==> config.mk <==
export PLATFORM = sky130hd
export DESIGN_NAME = product_accumulator
export DESIGN_NICKNAME = d
export VERILOG_FILES = /design/src/rtl/product_accumulator.sv
export SDC_FILE = /design/constraint.sdc
export NUM_CORES = 1
export LEC_CHECK = 0
export ABC_AREA = 1
export BUFFER_PORTS_ARGS = -buffer_cell sky130_fd_sc_hd__buf_2
export CAP_MARGIN = 20
export CORE_UTILIZATION = 46
export CTS_CLUSTER_DIAMETER = 50
export DETAILED_ROUTE_END_ITERATION = 6
export HOLD_SLACK_MARGIN = 0.06
export PLACE_DENSITY = 0.67
export SYNTH_ARGS = -nofsm -noshare
export SYNTH_HDL_FRONTEND = slang
export SYNTH_SLANG_ARGS = --single-unit
==> constraint.sdc <==
create_clock -name clk -period 5.9 [get_ports clk]
set_input_delay 1.18 -clock clk [delete_from_list [all_inputs] [get_ports clk]]
set_output_delay 1.18 -clock clk [all_outputs]
set_load 0.02 [all_outputs]
==> src/rtl/product_accumulator.sv <==
// ============================================================================
// product_accumulator : sums a programmed count of multiplier products
// Revision 1.0
// ============================================================================
`default_nettype none

module product_accumulator #(
  parameter int WIDTH     = 32,
  parameter int ACC_WIDTH = 48,
  parameter int LEN_WIDTH = 16
) (
  input  logic                 clk,
  input  logic                 reset,
  input  logic                 start,
  input  logic [LEN_WIDTH-1:0] length,
  input  logic                 mul_enable,
  input  logic [WIDTH-1:0]     product,
  output logic                 busy,
  output logic [ACC_WIDTH-1:0] sum,
  output logic                 sum_valid,
  input  logic                 sum_ready,
  output logic                 overflow
);

  typedef enum logic [1:0] {
    ST_IDLE  = 2'd0,
    ST_ACCUM = 2'd1,
    ST_HOLD  = 2'd2
  } state_t;

  state_t                 r_state;
  logic                   r_prod_valid;
  logic [LEN_WIDTH-1:0]   r_remaining;
  logic [ACC_WIDTH-1:0]   r_acc;
  logic                   r_overflow;
  logic                   r_busy;
  logic                   r_sum_valid;

  logic [ACC_WIDTH:0]     w_prod_ext;
  logic [ACC_WIDTH:0]     w_add;

  // One extra bit on the adder exposes the carry that feeds the sticky flag.
  always_comb begin
    w_prod_ext              = '0;
    w_prod_ext[WIDTH-1:0]   = product;
  end

  assign w_add = {1'b0, r_acc} + w_prod_ext;

  always_ff @(posedge clk or posedge reset) begin
    if (reset) begin
      r_state      <= ST_IDLE;
      r_prod_valid <= 1'b0;
      r_remaining  <= '0;
      r_acc        <= '0;
      r_overflow   <= 1'b0;
      r_busy       <= 1'b0;
      r_sum_valid  <= 1'b0;
    end else begin
      r_prod_valid <= mul_enable;
      case (r_state)
        ST_IDLE: begin
          if (start) begin
            r_acc      <= '0;
            r_overflow <= 1'b0;
            r_busy     <= 1'b1;
            if (length != '0) begin
              r_remaining <= length;
              r_state     <= ST_ACCUM;
            end else begin
              r_sum_valid <= 1'b1;
              r_state     <= ST_HOLD;
            end
          end
        end
        ST_ACCUM: begin
          if (r_prod_valid) begin
            r_acc       <= w_add[ACC_WIDTH-1:0];
            r_remaining <= r_remaining - LEN_WIDTH'(1);
            if (w_add[ACC_WIDTH]) begin
              r_overflow <= 1'b1;
            end
            if (r_remaining == LEN_WIDTH'(1)) begin
              r_sum_valid <= 1'b1;
              r_state     <= ST_HOLD;
            end
          end
        end
        ST_HOLD: begin
          if (sum_ready) begin
            r_sum_valid <= 1'b0;
            r_busy      <= 1'b0;
            r_state     <= ST_IDLE;
          end
        end
        default: begin
          r_sum_valid <= 1'b0;
          r_busy      <= 1'b0;
          r_state     <= ST_IDLE;
        end
      endcase
    end
  end

  assign busy      = r_busy;
  assign sum       = r_acc;
  assign sum_valid = r_sum_valid;
  assign overflow  = r_overflow;

endmodule

`default_nettype wire

==> results of run 1 <==
-- critical path, stage by stage --
cell and delay (ps):
buf_2 100, ha_1 210, fa_1 380, nand2_1 90, nand2_1 80, nand3_1 80, nand2_1 160, nand2_1 100
nand2_1 170, nand2_1 130, nand2_1 130, nand2_1 100, nand2_1 70, a21oi_1 120, nor2_1 60
-- cell usage after synthesis (2+ instances only) --
master,n,share of area
a21o_1,2,0.0024
a21oi_1,61,0.048
a22o_1,3,0.0041
a22oi_2,2,0.0039
a31oi_1,2,0.0020
and2_1,4,0.0039
buf_2,8,0.0063
buf_6,2,0.0035
clkbuf_1,3,0.0018
dfrtp_1,70,0.28
ha_1,34,0.067
inv_1,159,0.094
inv_2,7,0.0041
inv_4,2,0.0020
nand2_1,371,0.22
nand2_2,7,0.0069
nand3_1,48,0.038
nand3b_1,4,0.0047
nand3b_2,2,0.0035
nand4_1,11,0.011
nor2_1,137,0.081
nor2_2,6,0.0059
nor2_4,5,0.0089
nor3_1,11,0.0087
o211ai_1,3,0.0035
o21ai_0,47,0.037
o21ai_1,12,0.0094
o22ai_1,2,0.0020
o31ai_1,4,0.0047
xnor2_1,3,0.0041
xor2_1,5,0.0069
-- power by group through the flow --
stage               Sequential, µW  Clock (µW)  Combinational [µW]
floorplan                      843           0                1200
global placement               762           0                1690
detailed placement             765           0                1710
CTS                            759         543                1720
global route                   782         570                1920
finish                         762         533                1720
-- routing by layer --
| layer | up-vias | track usage | part of all wire |
|---|---|---|---|
| li1 | 3502 | - | - |
| met4 | 0 | 0.0867 | 0.021 |
| met3 | 23 | 0.0309 | 0.045 |
| met5 | - | 0 | 0 |
| met1 | 3020 | 0.372 | 0.49 |
| met2 | 177 | 0.435 | 0.44 |
-- registers in the layout, summed over array words and instances (netlist names) --
| register | flops |
|---|---|
| sum | 48 |
| r_remaining | 16 |
| r_state | 2 |
| busy | 1 |
| overflow | 1 |
| r_prod_valid | 1 |
| sum_valid | 1 |
-- cells by family (layout without fill, tap and decap cells) --
group | after synthesis | count (layout)
compound gates | 143 | 143
xor+xnor | 8 | 8
fa+ha+maj | 35 | 35
buf+inv | 183 | 290
flops | 70 | 70
simple gates | 614 | 614
-- final timing paths --
kind,start,slack (ps),to,depth (start not counted)
worst max-delay path,product[0],2970,sum[34]$_DFFE_PP0P_,15
worst min-delay path,sum_valid$_DFFE_PP0P_,500,sum_valid$_DFFE_PP0P_,2
worst max register to register,r_state[0]$_DFFE_PP0P_,3360,r_remaining[2]$_DFFE_PP0P_,10
worst min register to register,sum_valid$_DFFE_PP0P_,500,sum_valid$_DFFE_PP0P_,2
max in group asynchronous,reset,3970,sum[12]$_DFFE_PP0P_,3
min in group asynchronous,reset,920,overflow$_DFFE_PP0P_,2
-- stage by stage --
stage | hold slack (ps) | util
floorplan | 487 | -
detailed placement | 479 | 0.526
CTS | 504 | 0.548
global route | 530 | 0.548
finish | 495 | 0.548
global placement | 480 | 0.526
-- placed cells by master, fill, tap and decap left out, types with 2 or more instances in the layout --
cell        synthesis  final
o31ai_1             4      4
a31oi_1             2      2
o22ai_1             2      2
xnor2_1             3      3
a22oi_2             2      2
nor2_2              6      6
and2_1              4      4
clkinvlp_4          0      3
nand3_1            48     48
a21o_1              2      2
inv_1             159    158
xor2_1              5      5
nand3b_1            4      4
a21oi_1            61     61
o21ai_1            12     12
nor3_1             11     11
dfrtp_1            70     70
inv_6               1      2
buf_4               1      2
nand4_1            11     11
nor2_4              5      5
buf_2               8    103
o21ai_0            47     47
a22o_1              3      3
nand2_1           371    371
ha_1               34     34
o211ai_1            3      3
clkbuf_16           0      9
inv_4               2      2
nand2_2             7      7
inv_2               7      8
nand3b_2            2      2
nor2_1            137    137
-- area by class of cell --
cell class | count | area share
multi-input cells | 800 | 0.531
flip-flops and latches | 70 | 0.240
inverters | 169 | 0.0882
repair buffers | 105 | 0.0726
clock buffers | 10 | 0.0327
well taps | 176 | 0.0301
clock inverters | 6 | 0.00616
==> results.cfg, run 1 <==
[cells_and_area]
area_growth_pct = 15.0
fillers = 1381
multiInputGateArea_um2 = 3880
register_area_um2 = 1750
antenna_cells = 0
design_area_um2 = 7310
final_cells = 1336
drive_gt1_frac = 0.140
nets = 1243

[cts]
h-tree-depth = 3
cts_buffer_depth = 2
clk_pin_slew_worst_paths_ps = 60
clock_sinks = 70
clock_latency_ps = 350
post_cts_buffers = 0
cts_buffers = 9
clockRootBuffer = clkbuf_16
cts_resized = 0
cts_tree = done
ctsHoldBuffers = 0

[detailed_routing]
vias_per_cell = 5.03
ant_nets = 0
avgRoutedWirePerCell_um = 13.8
totalWireLength_um = 18400
firstDrtPassIters = 5
vias = 6722
remaining_drc_errors = 0
drt-initial-drc-count = 435

[power_and_ir_drop]
p_sw_frac = 0.514
pwr-share-comb = 0.570
p_int_uw = 1460
seq_power_share = 0.253
p_total_uw = 3010
ir_drop_mv = 0.372
p_leak_uw = 0.00414
pwr-share-clk = 0.177
power.switching_uw = 1550
p_per_area_nw_per_um2 = 412

[worst_setup_path]
critPathLaunchType = input pin
worstPathMaxFanout = 4
path_class = input pin to register
critPathRequiredTime_ps = 6130
cp.arrival_ps = 3160
crit_path_end_kind = register

[yosys]
synthAdderAreaFrac = 0.0701
synth_top_family_by_area = simple AND/OR/NAND/NOR gates
ys_seq_area_frac = 0.276
synth-simple-area-share = 0.404
netlist_instances = 1053
syn_nets = 1141
synthFlopType = dfrtp_1
ys_ff_latch = 70
synth_cell_type_count = 47
synth.area.mux_share = 0
synth-compound-area-share = 0.125
syn_avg_cell_area_um2 = 6.04
synth_xor_area_frac = 0.0110
synth_edf_count = 0
yosysWarningCount = 0
synth_area_um2 = 6360
async_flop_share = 1.00

[timing]
max-slew-margin-rel = 0.551
setup_viol = 0
rsz0062_at_grt = false
hold_viol_final = 0
worst_pin_slew_ps = 672
setup_slack_ps = 2970
finalCritPeriodShare = 0.496
period_needed_ps = 2930
tns_ps = 0
clock_skew_ps = 8.04
maxSlewViolCount = 0
fmax_mhz = 342

[global_routing]
antenna_found_initial = 0
grt_pass1_wl_um = 30300
grt_usage = 0.268
first_global_vias = 6275
overflow = 0
grt_max_degree = 42

[floorplan]
initial_utilization = 0.476
die_w_um = 120
coreArea_um2 = 13300
io_pins = 104
num_rows = 42
die_area_um2 = 14300
die_h_um = 120

[place]
hpwl_um = 14600
dp.cells = 1320
port_buffers = 103
dp_worst_setup_slack_ps = 2660
placed_cell_area_um2 = 7030
gp_congestion = 0.932

[hold_path]
hold_path_class = register to register

[run]
cap_violations = 0

[run_status]
outcome = completed
Note: power is estimated with default switching activity, not from simulation.
==> run 2: changes to the inputs <==
Clock period 5.9 ns to 2.9 ns, I/O delays scaled along.
==> results.cfg, run 2 (same netlist as run 1, synthesis figures left out) <==
[cts]
clk_pin_slew_worst_paths_ps = 70
clock_latency_ps = 350
clock_sinks = 70
ctsHoldBuffers = 0
clockRootBuffer = clkbuf_16
cts_buffer_depth = 2
cts_tree = done
h-tree-depth = 3
cts_resized = 0
cts_buffers = 9
post_cts_buffers = 0

[timing]
worst_pin_slew_ps = 575
clock_skew_ps = 7.70
setup_viol = 0
rsz0062_at_grt = false
finalCritPeriodShare = 0.865
fmax_mhz = 399
period_needed_ps = 2510
maxSlewViolCount = 0
hold_viol_final = 0
max-slew-margin-rel = 0.616
setup_slack_ps = 392
tns_ps = 0

[cells_and_area]
final_common_cell = nand2_1
final_cells = 1338
fillers = 1439
largest_register_ffs = 48
design_area_um2 = 7380
nets = 1245
area_growth_pct = 16.0
final_cell_mix = nand2_1 (371), inv_1 (158), nor2_1 (137)
drive_gt1_frac = 0.140
antenna_cells = 0

[worst_setup_path]
crit_chain = ha_1 > fa_1 > nand2_1 > nand2_1 > nand3_1 > nand2_1 > nand2_1 > nand2_1 > nand2_1 > nand2_1 > nand2_1 > nand2_1 > a21oi_1 > nor2_1
worstPathMaxFanout = 4
critPathLaunchType = register
critPathRequiredTime_ps = 3140
cp.arrival_ps = 2740
max_stage_delay_ps = 400
crit_path_end_kind = register
path_delay_family = simple AND/OR/NAND/NOR gates
critPathSlowestCell = dfrtp_1
path_class = register to register
cp_common_cell = nand2_1
critPathBufInv = 0

[floorplan]
io_pins = 104
die_h_um = 120
coreArea_um2 = 13300
die_area_um2 = 14300
die_w_um = 120
initial_utilization = 0.476
num_rows = 42

[detailed_routing]
totalWireLength_um = 19000
wl_met2_um = 8180
firstDrtPassIters = 7
vias = 6795
avgRoutedWirePerCell_um = 14.2
highest_layer = met4
ant_nets = 0
m1WireLength_um = 9000
remaining_drc_errors = 0
drt-initial-drc-count = 494
wl_met3_um = 1120
vias_per_cell = 5.08

[power_and_ir_drop]
p_per_area_nw_per_um2 = 860
seq_power_share = 0.245
pwr-share-clk = 0.199
p_int_uw = 3160
power.switching_uw = 3190
pwr-share-comb = 0.556
p_sw_frac = 0.502
p_leak_uw = 0.00418
ir_drop_mv = 0.663

[run_status]
outcome = completed

[hold_path]
hold_path_class = input pin to async pin

[place]
port_buffers = 103
dp.cells = 1322
dp_worst_setup_slack_ps = 180
placed_cell_area_um2 = 7050
hpwl_um = 15000
gp_congestion = 0.999

[global_routing]
grt_max_degree = 48
grt_pass1_wl_um = 31500
first_global_vias = 6359
overflow = 0
antenna_found_initial = 0
grt_usage = 0.281

[run]
cap_violations = 0
run 2: cell type report:
cell class | count | area (µm²) | area share
tap | 176 | 220 | 0.0299
sequential | 70 | 1750 | 0.237
multi-input combinational | 800 | 3880 | 0.526
inverter | 169 | 644 | 0.0874
timing repair buffer | 107 | 558 | 0.0757
clock inverter | 6 | 93.8 | 0.0127
clock buffer | 10 | 229 | 0.0310
run 2: metal layers:
| layer | GRT usage | vias to the layer above |
|---|---|---|
| li1 | - | 3520 |
| met1 | 0.388 | 3032 |
| met2 | 0.433 | 195 |
| met3 | 0.0375 | 48 |
| met5 | 0 | - |
| met4 | 0.136 | 0 |
run 2: worst paths after layout:
check,from,to,slack (ps),cells past startpoint
hold reg to reg,sum_valid$_DFFE_PP0P_,sum_valid$_DFFE_PP0P_,490,2
setup / recovery,sum[0]$_DFFE_PP0P_,sum[34]$_DFFE_PP0P_,390,14
setup reg to reg,sum[0]$_DFFE_PP0P_,sum[34]$_DFFE_PP0P_,390,14
min in group clk,mul_enable,r_prod_valid$_DFF_PP0_,330,1
max in group asynchronous,reset,sum[14]$_DFFE_PP0P_,1950,3
hold / removal,reset,sum[41]$_DFFE_PP0P_,280,2
run 2: power groups by stage:
stage | Sequential [µW] | Combinational (µW) | Clock (µW)
floorplan | 1720 | 2440 | 0
global placement | 1550 | 3490 | 0
detailed placement | 1560 | 3510 | 0
CTS | 1550 | 3520 | 1270
global route | 1600 | 3980 | 1310
finish | 1550 | 3530 | 1260
run 2: metrics by stage:
stage                      util  hold slack, ps  total power, µW
after floorplan               -             487             4160
final                     0.553             278             6340
after global routing      0.553             337             6890
after CTS                 0.553             301             6340
after global placement    0.528             480             5040
after detailed placement  0.528             484             5060
